**src/rtl/time_counter.sv**
```systemverilog
// ---------------------------------------------------------------------------
// time_counter
//
// Counts one_minute ticks into a 24-hour BCD HH:MM time of day. A validated
// load from the key/set path replaces the time and spends one SYNC cycle
// pulsing reset_count, so the generator can restart its seconds phase.
// An invalid load is rejected with a one-cycle load_error pulse.
//
// Ports
//   clk            : system clock, all state updates on posedge
//   reset          : synchronous, active-low reset
//   one_minute     : one-cycle minute tick from the time generator
//   one_second     : one-cycle second tick from the time generator
//   load_new_time  : one-cycle request to load new_time
//   new_time       : BCD {ms_hour, ls_hour, ms_min, ls_min}
//   current_time   : BCD {ms_hour, ls_hour, ms_min, ls_min}
//   reset_count    : one-cycle pulse (the SYNC cycle) after an accepted load
//   load_error     : one-cycle pulse when a load request is rejected
//   colon          : toggles on every accepted one_second tick
//   day_rollover   : one-cycle pulse when 23:59 increments to 00:00
//   dbg_state      : FSM state, 0 = RUN, 1 = SYNC
//
// Handshake: load_new_time is a single-cycle strobe with no ready; it is
// either accepted (reset_count follows), rejected (load_error follows), or
// silently ignored when it lands in the SYNC cycle.
// ---------------------------------------------------------------------------
module time_counter #(
  parameter logic [7:0] INIT_HOUR = 8'h00,
  parameter logic [7:0] INIT_MIN  = 8'h00
) (
  input  logic        clk,
  input  logic        reset,
  input  logic        one_minute,
  input  logic        one_second,
  input  logic        load_new_time,
  input  logic [15:0] new_time,
  output logic [15:0] current_time,
  output logic        reset_count,
  output logic        load_error,
  output logic        colon,
  output logic        day_rollover,
  output logic        dbg_state
);

  typedef enum logic {
    RUN  = 1'b0,
    SYNC = 1'b1
  } state_t;

  state_t      r_state;
  logic [15:0] r_time;
  logic        r_colon;
  logic        r_reset_count;
  logic        r_load_error;
  logic        r_day_rollover;

  state_t      w_next_state;
  logic [15:0] w_next_time;
  logic        w_next_colon;
  logic        w_next_reset_count;
  logic        w_next_load_error;
  logic        w_next_day_rollover;

  logic [3:0]  w_ls_min;
  logic [3:0]  w_ms_min;
  logic [3:0]  w_ls_hour;
  logic [3:0]  w_ms_hour;
  logic [15:0] w_inc_time;
  logic        w_inc_wrap;
  logic        w_load_valid;

  assign w_ls_min  = r_time[3:0];
  assign w_ms_min  = r_time[7:4];
  assign w_ls_hour = r_time[11:8];
  assign w_ms_hour = r_time[15:12];

  // Digit-wise BCD increment with ripple carry; hour 23 wraps to 00.
  always_comb begin
    w_inc_time = r_time;
    w_inc_wrap = 1'b0;
    if (w_ls_min != 4'd9) begin
      w_inc_time[3:0] = w_ls_min + 4'd1;
    end else begin
      w_inc_time[3:0] = 4'd0;
      if (w_ms_min != 4'd5) begin
        w_inc_time[7:4] = w_ms_min + 4'd1;
      end else begin
        w_inc_time[7:4] = 4'd0;
        if (w_ms_hour == 4'd2 && w_ls_hour == 4'd3) begin
          w_inc_time[15:8] = 8'h00;
          w_inc_wrap       = 1'b1;
        end else if (w_ls_hour == 4'd9) begin
          w_inc_time[11:8]  = 4'd0;
          w_inc_time[15:12] = w_ms_hour + 4'd1;
        end else begin
          w_inc_time[11:8] = w_ls_hour + 4'd1;
        end
      end
    end
  end

  // A load is valid only if it is a real 00:00-23:59 time in BCD.
  assign w_load_valid = (new_time[3:0]   <= 4'd9) &&
                        (new_time[7:4]   <= 4'd5) &&
                        (new_time[11:8]  <= 4'd9) &&
                        (new_time[15:12] <= 4'd2) &&
                        ((new_time[15:12] != 4'd2) || (new_time[11:8] <= 4'd3));

  always_comb begin
    w_next_state        = r_state;
    w_next_time         = r_time;
    w_next_colon        = r_colon;
    w_next_reset_count  = 1'b0;
    w_next_load_error   = 1'b0;
    w_next_day_rollover = 1'b0;
    case (r_state)
      RUN: begin
        if (load_new_time && w_load_valid) begin
          // Ticks in the load cycle are dropped on purpose.
          w_next_state       = SYNC;
          w_next_time        = new_time;
          w_next_colon       = 1'b0;
          w_next_reset_count = 1'b1;
        end else begin
          w_next_load_error = load_new_time;
          if (one_minute) begin
            w_next_time         = w_inc_time;
            w_next_day_rollover = w_inc_wrap;
          end
          if (one_second) begin
            w_next_colon = ~r_colon;
          end
        end
      end
      SYNC: begin
        // Ticks and load requests are ignored while the generator resyncs.
        w_next_state = RUN;
      end
      default: begin
        w_next_state = RUN;
      end
    endcase
  end

  always_ff @(posedge clk) begin
    if (!reset) begin
      r_state        <= RUN;
      r_time         <= {INIT_HOUR, INIT_MIN};
      r_colon        <= 1'b0;
      r_reset_count  <= 1'b0;
      r_load_error   <= 1'b0;
      r_day_rollover <= 1'b0;
    end else begin
      r_state        <= w_next_state;
      r_time         <= w_next_time;
      r_colon        <= w_next_colon;
      r_reset_count  <= w_next_reset_count;
      r_load_error   <= w_next_load_error;
      r_day_rollover <= w_next_day_rollover;
    end
  end

  assign current_time = r_time;
  assign reset_count  = r_reset_count;
  assign load_error   = r_load_error;
  assign colon        = r_colon;
  assign day_rollover = r_day_rollover;
  assign dbg_state    = r_state;

endmodule

```
**config.mk**
```make
export PLATFORM = sky130hd
export DESIGN_NAME = time_counter
export DESIGN_NICKNAME = d
export VERILOG_FILES = /design/src/rtl/time_counter.sv
export SDC_FILE = /design/constraint.sdc
export NUM_CORES = 1
export LEC_CHECK = 0
export CAP_MARGIN = 0
export CORE_MARGIN = 4
export CORE_UTILIZATION = 42
export DETAILED_ROUTE_END_ITERATION = 8
export PLACE_DENSITY = 0.71
export SYNTH_ARGS = -nofsm -noshare
export SYNTH_HDL_FRONTEND = slang
export SYNTH_SLANG_ARGS = --single-unit
```
**constraint.sdc**
```tcl
create_clock -name clk -period 1.6 [get_ports clk]
set_input_delay 0.24 -clock clk [delete_from_list [all_inputs] [get_ports clk]]
set_output_delay 0.24 -clock clk [all_outputs]
set_load 0.005 [all_outputs]
```
==> run_results.csv, run 1 <==
group,metric,value,unit
run_status,status,"complete, but fails checks",
run_status,violations,"negative setup slack",
finish,area.sequential,423,µm²
worst_setup_path,cp-startpoint,"current_time[12]$_SDFFE_PN0P_",
global_route,antenna_found_initial,0,
worst_setup_path,critical_path.top_delay_family,"simple AND/OR/NAND/NOR gates",
sta,period_minus_slack,1.77,ns
clocking,cts.sinks,20,
die,fp.dieW,65.9,µm
finish,fin_util,75.8,%
worst_hold_path,min_path_type,"input pin to register",
sta,slew_viol_final,0,
finish,area_growth,68.1,%
global_route,grt_max_degree,22,
logic_synthesis,synth-seq-cells,20,
logic_synthesis,synth-seq-area-share,28.4,%
power_and_ir_drop,vdd_ir_drop_max,0.423,mV
place,place_area,0.00207,mm²
worst_setup_path,path_cells,"inv_2 > ha_4 > nor4b_4 > nor3b_4 > buf_6 > o31ai_4 > o311a_1",
routing,drt_iter0_drc,148,
sta,slew_headroom,73.5,%
routing,vias_per_cell,5.82,
worst_setup_path,start_kind,"register",
clocking,htree_levels,1,
logic_synthesis,netlist.area_leader.share,28.4,%
place,pre_cts_ws,-0.450,ns
power_and_ir_drop,seqPwrFrac,47.6,%
die,start_util,45.1,%
worst_setup_path,critical_path_buf_inv_count,2,
routing,wirelength,4820,µm
power_and_ir_drop,swShare,27.3,%
finish,drive_gt1_share,37.9,%
power_and_ir_drop,switchingPower,304,µW
global_route,grt_pass1_vias,1609,
power_and_ir_drop,power.share.clock,28.1,%
logic_synthesis,synth_area_leader_cell,"dfxtp_1",
finish,layout.cells.non_filler,292,
finish,fin_nets,272,
logic_synthesis,synthTopCellsByArea,"dfxtp_1, nand2_1, a21oi_1, mux2i_1, o22ai_1",
routing,drc_errors,0,
logic_synthesis,yosysWarningCount,0,
global_route,grt_overflow,0,
worst_setup_path,critPathMaxFanout,3,
logic_synthesis,synth_cells,166,
clocking,cts_made_buffers,3,
routing,vias,1700,
logic_synthesis,avgSynthCellArea,8.49,µm²
worst_setup_path,cp_slowest_cell,"dfxtp_2",
die,fp.coreArea,0.00313,mm²
sta,fmax,564,MHz
logic_synthesis,synth_ff_type,"dfxtp_1",
worst_setup_path,path_class,"register to register",
sta,clock_skew,0.0119,ns
routing,avgRoutedWirePerCell,16.5,µm
die,rows,20,
routing,first_pass_iters,4,
clocking,clock-root-buffer,"clkbuf_4",
power_and_ir_drop,power_frac_comb,24.3,%
logic_synthesis,async_reset_ff_share,0,%
logic_synthesis,yosysUniqueCellTypes,59,
logic_synthesis,synth_edf_count,0,
logic_synthesis,synth_nets,189,
sta,worst_pin_slew,0.397,ns
sta,setup_ws,-0.173,ns
worst_setup_path,max_stage_delay,0.35,ns
place,portBuffers,41,
global_route,grt_pass1_wl,7560,µm
worst_setup_path,cp.arrival,1.99,ns
sta,hold_viol,0,
routing,postRouteAntennaNets,0,
clocking,cts_hold_buffers,0,
die,fp.dieArea,0.00435,mm²
worst_setup_path,cp_data_required_time,1.82,ns
power_and_ir_drop,powerDensity,469,mW/mm²
sta,setup_viol,7,
worst_setup_path,r2r_start,"current_time[12]$_SDFFE_PN0P_",
global_route,grt_usage,21.9,%
run,timing.max_cap.violations,0,
place,dp_cells,276,
clocking,cts_tree,"built",
power_and_ir_drop,power_leakage,0.00106,µW
place,finalWeightedCongestion,0.940,
die,pin_count,42,
finish,antenna_cells,0,
clocking,clkLatencyLatePin,0.32,ns
sta,hold_slack,0.220,ns
worst_hold_path,min_from,"load_new_time",
die,die_height,65.9,µm
finish,fill_cells,240,
finish,multiInputGateArea,0.00102,mm²
clocking,cts_buffer_depth,2,
power_and_ir_drop,p_int,808,µW
finish,finish.instance_area,0.00237,mm²
clocking,path_clk_slew,0.13,ns
place,dp_hpwl,3280,µm
logic_synthesis,syn_area,0.00141,mm²
sta,grt_setup_unrepaired,"yes",
worst_setup_path,endpoint_kind,"register",
sta,period_share,111,%
-- worst register-to-register path, cell delays in order, from the launching register on --
cell     delay [ns]
dfxtp_2        0.35
inv_2          0.07
ha_4           0.13
nor4b_4        0.23
nor3b_4        0.34
buf_6          0.16
o31ai_4        0.05
o311a_1        0.35
-- layout make-up --
| class | count | area share [%] |
|---|---|---|
| multi-input combinational | 130 | 43.0 |
| tap | 44 | 2.32 |
| clock buffer | 4 | 1.53 |
| inverter | 4 | 0.633 |
| sequential | 20 | 17.8 |
| timing repair buffer | 90 | 34.7 |
-- cell usage in the layout (no fill, tap or decap), types with 2 or more instances in the layout --
cell type,count
dfxtp_4,2
dlygate4sd2_1,4
a21oi_1,13
nor4_1,2
clkdlybuf4s50_1,28
nor4b_4,2
mux2i_1,7
clkbuf_4,3
dlymetal6s2s_1,9
a31oi_1,3
o31ai_4,3
buf_4,44
nand2_1,20
o32ai_1,2
nor3b_1,2
nor3_1,5
dfxtp_1,6
dfxtp_2,12
nand3_1,7
nand4_1,2
o22ai_1,8
buf_6,4
o21ai_1,5
nand2b_1,4
inv_1,3
nor2_1,5
-- stage by stage --
step                power [µW]  setup TNS, ns
floorplan                  633        -0.0226
global placement           752          -6.07
detailed placement         757          -7.60
CTS                       1070         -0.438
global route              1160          -1.19
finish                    1110         -0.584
-- timing repair --
item                                    4_1_cts  5_1_grt
buffers inserted                              6        6
pin swaps                                     8        8
endpoints found under the setup margin       25       25
gates resized for setup                      21       30
-- layer usage --
layer / GRT usage [%] / part of all wire (%) / vias to the layer above
met5: 0 / 0 / -
met4: 7.36 / 1.1 / 0
met3: 3.06 / 7.0 / 6
met2: 39.5 / 52 / 96
met1: 26.4 / 40 / 800
li1: - / - / 798
-- cell usage after synthesis (2+ instances only) --
library cell	count
nand3_1	7
o31ai_1	2
mux2i_1	7
nand2b_1	4
buf_2	2
a21oi_1	14
clkbuf_8	3
o21ai_1	4
nand4_1	2
o22ai_1	8
buf_6	2
buf_4	3
nor4_1	2
inv_1	4
o32ai_1	2
nor3b_1	4
o21ai_0	3
nor3_1	6
a211oi_1	2
nor2_1	5
dfxtp_1	20
a31oi_1	3
ha_1	2
nand2_1	20
-- worst paths after layout --
check                                                endpoint  slack [ns]  depth (start not counted)
worst max register to register  current_time[13]$_SDFFE_PN0P_       -0.17                          7
worst min-delay path                    load_error$_SDFF_PP0_        0.22                          2
worst min register to register             colon$_SDFFE_PN0P_        0.56                          1
worst max-delay path            current_time[13]$_SDFFE_PN0P_       -0.17                          7
-- logic make-up (layout without fill, tap and decap cells) --
logic type / after synthesis / in the layout / share of synthesized area [%]
simple gates: 68 / 68 / 29.0
compound gates: 51 / 51 / 24.6
flops: 20 / 20 / 28.4
buf+inv: 16 / 98 / 9.58
mux: 8 / 8 / 6.03
fa+ha+maj: 2 / 2 / 1.77
xor+xnor: 1 / 1 / 0.621
-- flip-flops by register name, indices dropped and copies added, names as in the netlist --
name          flops
load_error        1
dbg_state         1
colon             1
current_time     16
day_rollover      1
-- power by group through the flow --
stage / sequential (µW) / clock, µW / combinational [µW]
floorplan: 539 / 0 / 93.6
detailed placement: 538 / 0 / 219
CTS: 528 / 313 / 230
finish: 529 / 312 / 270
global placement: 537 / 0 / 214
global route: 532 / 342 / 287
Note: power is estimated with default switching activity, not from simulation.
==> run 2, diff against run 1 <==
Settings changed: CAP_MARGIN 0 to unset, CTS_CLUSTER_SIZE set to 25, TNS_END_PERCENT set to 1.
==> run_results.csv, run 2 (synthesis results as in run 1) <==
group,metric,value,unit
finish,antenna_cells,0,
worst_setup_path,path_cells,"inv_1 > ha_1 > nor4b_4 > mux2_4 > nand4_1 > or4_1 > a31oi_1",
global_route,antenna_found_initial,0,
finish,area_growth,52.5,%
worst_setup_path,max_stage_delay,0.42,ns
power_and_ir_drop,p_int,732,µW
power_and_ir_drop,power_leakage,0.000890,µW
place,dp_cells,276,
routing,vias,1609,
power_and_ir_drop,power.share.clock,24.5,%
die,pin_count,42,
worst_hold_path,min_path_type,"input pin to register",
global_route,grt_pass1_wl,7190,µm
sta,setup_ws,-0.133,ns
sta,worst_pin_slew,0.443,ns
worst_setup_path,cp-startpoint,"current_time[12]$_SDFFE_PN0P_",
worst_setup_path,r2r_start,"current_time[12]$_SDFFE_PN0P_",
worst_setup_path,critPathMaxFanout,3,
worst_setup_path,cp_slowest_cell,"or4_1",
sta,slew_viol_final,0,
place,finalWeightedCongestion,0.892,
finish,fin_util,68.8,%
finish,fin_nets,261,
sta,fmax,577,MHz
worst_setup_path,endpoint,"current_time[15]$_SDFFE_PN0P_",
run_status,status,"complete, but fails checks",
power_and_ir_drop,seqPwrFrac,52.9,%
routing,postRouteAntennaNets,0,
routing,drt_iter0_drc,80,
clocking,htree_levels,1,
clocking,cts_buffer_depth,2,
sta,setup_viol,7,
clocking,cts_made_buffers,3,
worst_setup_path,path_depth,7,
finish,layout.cells.non_filler,280,
die,fp.coreArea,0.00313,mm²
sta,period_share,108,%
global_route,grt_overflow,0,
global_route,grt_usage,20.8,%
routing,avgRoutedWirePerCell,15.5,µm
worst_setup_path,critical_path.top_delay_family,"simple AND/OR/NAND/NOR gates",
routing,first_pass_iters,4,
routing,vias_per_cell,5.75,
worst_setup_path,path_class,"register to register",
die,rows,20,
power_and_ir_drop,powerDensity,465,mW/mm²
clocking,cts.sinks,20,
sta,clock_skew,0.00180,ns
place,place_area,0.00206,mm²
worst_setup_path,cp.arrival,1.97,ns
die,fp.dieW,65.9,µm
place,dp_hpwl,3320,µm
finish,layout_commonest_cell,"clkdlybuf4s50_1",
sta,grt_setup_unrepaired,"yes",
worst_setup_path,reg2reg_depth,7,
finish,largest_reg_flops,16,
run_status,violations,"negative setup slack",
clocking,clkLatencyLatePin,0.30,ns
power_and_ir_drop,switchingPower,268,µW
clocking,path_clk_slew,0.11,ns
die,start_util,45.1,%
worst_setup_path,timing.rr.end,"current_time[15]$_SDFFE_PN0P_",
sta,tns,-0.535,ns
clocking,cts_hold_buffers,0,
worst_setup_path,critical_path_buf_inv_count,1,
worst_setup_path,rrSetupSlack,-0.13,ns
power_and_ir_drop,power_frac_comb,22.6,%
sta,hold_viol,0,
finish,finish.instance_area,0.00215,mm²
die,die_height,65.9,µm
sta,period_minus_slack,1.73,ns
routing,drc_errors,0,
die,fp.dieArea,0.00435,mm²
clocking,clock-root-buffer,"clkbuf_4",
clocking,cts_tree,"built",
place,portBuffers,41,
global_route,grt_pass1_vias,1551,
worst_setup_path,endpoint_kind,"register",
power_and_ir_drop,swShare,26.8,%
power_and_ir_drop,vdd_ir_drop_max,0.329,mV
finish,final_cell_mix,"clkdlybuf4s50_1, buf_4, nand2_1",
global_route,grt_max_degree,22,
worst_setup_path,start_kind,"register",
sta,slew_headroom,70.3,%
routing,wirelength,4350,µm
finish,drive_gt1_share,29.2,%
run,timing.max_cap.violations,0,
worst_setup_path,cp_data_required_time,1.83,ns
[run 2: metal layers]
metal  GRT usage [%]  wire length, µm
met1            26.2             1880
met2            37.2             2170
met4            5.84               48
met5               0                0
met3            2.04              252
[run 2: tightest hold or removal path: stages]
cell and delay (ns):
clkdlybuf4s50_1 0.42, nand2_1 0.06, a31oi_1 0.07
[run 2: per-stage QoR]
| step | power, µW | worst slack (ns) | hold WS, ns |
|---|---|---|---|
| floorplan | 633 | -0.0226 | 0.386 |
| global placement | 751 | -0.411 | 0.511 |
| detailed placement | 756 | -0.412 | 0.519 |
| CTS | 1000 | -0.175 | 0.498 |
| global route | 1050 | -0.295 | 0.532 |
| finish | 1000 | -0.133 | 0.519 |
[run 2: what timing repair did]
| item | 4_1_cts | 5_1_grt |
|---|---|---|
| pin swaps | 3 | 0 |
| gates resized for setup | 8 | 15 |
| buffers inserted | 1 | 0 |
| setup endpoints to repair | 20 | 23 |
| hold endpoints to repair | 0 | 0 |
[run 2: power by group through the flow]
stage	sequential (µW)	combinational, µW	clock [µW]
6_report	529	226	245
5_1_grt	531	242	275
4_1_cts	528	219	256
3_5_place_dp	539	217	0
3_3_place_gp	539	213	0
2_1_floorplan	539	93.6	0
[run 2: layout make-up]
class                           count  area, µm²
Clock buffer                        3       22.5
Fill cell                         268        977
Inverter                            4       15.0
Multi-Input combinational cell    130        917
Sequential cell                    20        417
Tap cell                           44       55.1
Timing Repair Buffer               79        724
[run 2: how the worst min path moves through the flow]
stage                       start                             to  slack, ns  depth (start not counted)
2_1_floorplan       load_new_time          load_error$_SDFF_PP0_       0.39                          1
3_3_place_gp   colon$_SDFFE_PN0P_             colon$_SDFFE_PN0P_       0.51                          1
3_5_place_dp   colon$_SDFFE_PN0P_             colon$_SDFFE_PN0P_       0.52                          1
4_1_cts              new_time[10]  current_time[10]$_SDFFE_PN0P_       0.50                          3
5_1_grt             load_new_time          load_error$_SDFF_PP0_       0.53                          2
6_report              new_time[6]   current_time[6]$_SDFFE_PN0P_       0.52                          3
==> run 3, diff against run 2 <==
Settings changed: RECOVER_POWER set to 100.
==> run_results.csv, run 3 (synthesis results as in run 1) <==
group,metric,value,unit
power_and_ir_drop,p_total,995,µW
power_and_ir_drop,power_frac_comb,22.5,%
routing,drc_errors,0,
finish,antenna_cells,0,
die,pin_count,42,
sta,setup_viol,11,
worst_setup_path,timing.rr.end,"current_time[15]$_SDFFE_PN0P_",
finish,finish.instance_area,0.00212,mm²
worst_setup_path,r2r_start,"current_time[12]$_SDFFE_PN0P_",
clocking,htree_levels,1,
finish,multiInputGateArea,911,µm²
worst_hold_path,min_from,"new_time[6]",
global_route,grt_pass1_wl,7190,µm
run,timing.max_cap.violations,0,
worst_hold_path,min_path_cells,3,
sta,fmax,578,MHz
clocking,cts.sinks,20,
finish,area_growth,50.1,%
sta,period_minus_slack,1.73,ns
finish,fill_cells,276,
clocking,cts_hold_buffers,0,
power_and_ir_drop,vdd_ir_drop_max,0.328,mV
place,dp_hpwl,3320,µm
die,fp.coreArea,0.00313,mm²
finish,fin_nets,261,
sta,grt_setup_unrepaired,"yes",
routing,first_pass_iters,4,
clocking,clock-root-buffer,"clkbuf_4",
global_route,grt_overflow,0,
finish,fin_util,67.7,%
worst_setup_path,rrSetupSlack,-0.13,ns
routing,postRouteAntennaNets,0,
sta,slew_viol_final,0,
power_and_ir_drop,swShare,26.7,%
die,rows,20,
worst_hold_path,hold-path-endpoint,"current_time[6]$_SDFFE_PN0P_",
sta,period_share,108,%
global_route,antenna_found_initial,0,
run_status,violations,"negative setup slack",
finish,layout_commonest_cell,"clkdlybuf4s50_1",
routing,avgRoutedWirePerCell,15.6,µm
sta,tns,-0.550,ns
global_route,grt_max_degree,22,
power_and_ir_drop,power_leakage,0.000889,µW
worst_setup_path,cp_data_required_time,1.83,ns
global_route,grt_pass1_vias,1551,
finish,final_cell_mix,"clkdlybuf4s50_1, buf_4, nand2_1",
sta,slew_headroom,71.1,%
global_route,grt_usage,20.8,%
worst_hold_path,min_path_type,"input pin to register",
power_and_ir_drop,p_int,730,µW
die,fp.dieArea,0.00435,mm²
worst_setup_path,endpoint_kind,"register",
finish,drive_gt1_share,27.1,%
worst_setup_path,reg2reg_depth,7,
routing,wirelength,4370,µm
routing,vias,1618,
die,die_height,65.9,µm
sta,worst_pin_slew,0.430,ns
place,finalWeightedCongestion,0.892,
clocking,path_clk_slew,0.11,ns
die,start_util,45.1,%
routing,drt_iter0_drc,72,
worst_setup_path,critPathMaxFanout,3,
finish,largest_reg_flops,16,
routing,vias_per_cell,5.78,
clocking,cts_tree,"built",
run_status,status,"complete, but fails checks",
worst_setup_path,path_class,"register to register",
place,portBuffers,41,
power_and_ir_drop,power.share.clock,24.4,%
power_and_ir_drop,seqPwrFrac,53.1,%
clocking,cts_made_buffers,3,
worst_setup_path,start_kind,"register",
worst_setup_path,cp.arrival,1.96,ns
clocking,clkLatencyLatePin,0.30,ns
sta,clock_skew,0.00205,ns
sta,hold_viol,0,
die,fp.dieW,65.9,µm
power_and_ir_drop,powerDensity,470,mW/mm²
place,place_area,0.00206,mm²
sta,setup_ws,-0.131,ns
sta,hold_slack,0.518,ns
power_and_ir_drop,switchingPower,265,µW
clocking,cts_buffer_depth,2,
finish,area.sequential,412,µm²
run 3: changes by cell type in the layout (fill, tap and decap cells not counted), sizes merged:
cell / change
clkdlybuf4s50: -3
buf: -4
dlygate4sd3: +3
clkbuf: +4
run 3: area by class of cell:
| type | instances | area share, % |
|---|---|---|
| tap | 44 | 2.60 |
| sequential | 20 | 19.4 |
| multi-input combinational | 130 | 43.0 |
| clock buffer | 3 | 1.06 |
| timing repair buffer | 79 | 33.2 |
| inverter | 4 | 0.709 |
run 3: how the worst max path moves through the flow:
stage / from / end / cells past startpoint
2_1_floorplan: current_time[8]$_SDFFE_PN0P_ / current_time[13]$_SDFFE_PN0P_ / 5
3_3_place_gp: new_time[7] / current_time[9]$_SDFFE_PN0P_ / 7
3_5_place_dp: new_time[10] / current_time[15]$_SDFFE_PN0P_ / 6
4_1_cts: current_time[12]$_SDFFE_PN0P_ / current_time[15]$_SDFFE_PN0P_ / 7
5_1_grt: current_time[12]$_SDFFE_PN0P_ / current_time[15]$_SDFFE_PN0P_ / 7
6_report: current_time[12]$_SDFFE_PN0P_ / current_time[15]$_SDFFE_PN0P_ / 7
run 3: routing by layer:
layer	up-vias	part of all wire, %	GRT usage (%)
li1	779	-	-
met1	766	43	26.2
met2	66	50	37.2
met3	7	5.4	2.04
met4	0	1.1	5.84
met5	-	0	0
run 3: critical path: stages (launching register included):
cell and delay [ns]:
dfxtp_2 0.34, inv_1 0.07, ha_1 0.15, nor4b_4 0.22, mux2_4 0.21, nand4_1 0.10
or4_1 0.42, a31oi_1 0.16
run 3: power groups by stage:
stage | Sequential [µW] | Clock (µW) | Combinational (µW)
2_1_floorplan | 539 | 0 | 93.6
3_3_place_gp | 539 | 0 | 213
3_5_place_dp | 539 | 0 | 217
4_1_cts | 528 | 256 | 219
5_1_grt | 531 | 275 | 239
6_report | 528 | 243 | 224
run 3: through the flow:
step,std cells,worst slack (ns)
2_1_floorplan,166,-0.0226
3_3_place_gp,276,-0.411
3_5_place_dp,276,-0.412
4_1_cts,280,-0.175
5_1_grt,280,-0.295
6_report,280,-0.131
run 3: repair_timing:
action                                 in CTS  in global routing
setup buffers                               1                  0
gates resized for setup                     8                 15
pin swaps                                   3                  0
setup endpoints to repair                  20                 23
endpoints found under the hold margin       0                  0
==> patch, RTL diff (config.mk and constraints of run 2) <==
Register the output `dbg_state` once more, with the module's reset; this adds one clock of latency there. The other outputs are not delayed to match.
--- a/src/rtl/time_counter.sv
+++ b/src/rtl/time_counter.sv
@@ -165,7 +165,13 @@
   assign load_error   = r_load_error;
   assign colon        = r_colon;
   assign day_rollover = r_day_rollover;
-  assign dbg_state    = r_state;
+  always_ff @(posedge clk) begin
+    if (!reset) begin
+      dbg_state <= '0;
+    end else begin
+      dbg_state <= r_state;
+    end
+  end
 
 endmodule
 
Formal check against the unedited RTL: not equivalent (a bounded check fails within 4 cycles, from zero or initial values and one cycle with reset low).
==> patch against run 2 <==
  * The flow still finishes with violations (setup timing)
  * Global-route usage rose by 3.4 points
  * Area after synthesis shrank 7.0%
  * Die area shrank 6.2%
  * Final cell count grew 1.4%
  * Total power grew 0.56%
  * Clock power grew 9.8%
  * First-iteration DRC count down 14%
  * Worst setup slack gained 0.11 ns
  * Register-to-register slack improved by 0.13 ns
  * Sequential cell count grew 1
  * Cell area up 6.0%
  * Routed wire length increased by 12%
  * Critical path type is now primary input to register
==> patch: results (changes against run 2) <==
Status
  – Status: finished with violations (unchanged)
  – Failing checks: setup timing (unchanged)

Drt
  – Routed vias/inst: 5.83 (was 5.75)
  – Initial drt markers: 69 (was 80)

Synthesis
  – Ranking of synthesized cells by area: dfxtp_1, mux2i_1, a21oi_1 (was dfxtp_1, nand2_1, a21oi_1)
  – Syn nets: 181 (was 189)
  – Area fraction in compound gates after synthesis: 26.6% (was 24.6%)

Timing
  – PnR worst setup slack: -0.0261 ns (was -0.133 ns)
  – Skew final: 0.00451 ns (was 0.00180 ns)
  – Final setup viols: 2 (was 7)

Hold path
  – Hold path cells: 2 (was 3)

GRT
  – Largest net degree at the start of global routing: 14 (was 22)
  – First-pass GRT wire length: 7.95 mm (was 7.19 mm)
  – Vias in the first global route: 1741 (was 1551)

Placement
  – Dpl hpwl: 3.51 mm (was 3.32 mm)
  – DP Cell Count: 277 (was 276)
  – Placement Cell Area: 2070 um^2 (was 2060 um^2)

Power and ir drop
  – Max VDD drop: 0.000363 V (was 0.000329 V)
  – Static Leak: 0.973 nW (was 0.890 nW)

Worst setup path
  – Kind of cell adding the most delay to the critical path: compound AO/OA/AOI/OAI gates (was simple AND/OR/NAND/NOR gates)
  – Critical-path top delay cell: clkdlybuf4s50_1 (was or4_1)
  – Crit-path max cell delay: 0.44 ns (was 0.42 ns)
  – Critical Path AT: 1.83 ns (was 1.97 ns)
  – Reg2reg path depth: 5 (was 7)

Cells and area
  – Final std cells w/o fill: 284 (was 280)
patch: cell types whose count changed after synthesis, sizes merged, moves of 3 or more:
| cell | run 2 | this run |
|---|---|---|
| buf | 8 | 3 |
| nand2 | 21 | 14 |
| nand2b | 4 | 1 |
| inv | 4 | 7 |
| nand3 | 7 | 4 |
| nor3 | 6 | 2 |
| clkbuf | 4 | 7 |
| nor2 | 6 | 14 |
patch: cell families after synthesis:
family / count (synthesis)
and+or+nand+nor: 57
xor gates and xnor gates: 1
AOI/OAI and AO/OA: 50
DFF: 21
buffers and inverters: 18
adders and majority gates: 2
muxes: 9
patch: cell type report:
type	count	area (um^2)	area share, %
Multi-Input combinational cell	119	942	41.3
Timing Repair Buffer	88	787	34.5
Sequential cell	21	439	19.3
Tap cell	44	55.1	2.41
Inverter	8	30.0	1.32
Clock buffer	4	26.3	1.15
patch: timing repair:
| item | 4_1_cts | 5_1_grt |
|---|---|---|
| setup endpoints to repair | 22 | 24 |
| buffers inserted | 3 | 0 |
| pin swaps | 9 | 6 |
| resized for setup | 22 | 35 |
patch: power breakdown:
group | internal [mW] | total, mW | switching [mW]
registers | 0.533 | 0.541 | 0.00878
clock network | 0.0974 | 0.269 | 0.172
logic | 0.110 | 0.195 | 0.0854
total | 0.740 | 1.01 | 0.266
patch: path summary, 6_finish.rpt:
path	startpoint	slack, ns	to
max	new_time[12]	-0.03	current_time[3]
min	load_new_time	0.29	load_error
min reg2reg	colon	0.57	colon
max reg2reg	current_time[5]	0	current_time[10]
patch: routing by layer:
metal / routed length [um] / track usage [%]
met1: 1930 / 28.3
met5: 0 / 0
met3: 326 / 4.22
met4: 177 / 13.7
met2: 2450 / 41.2
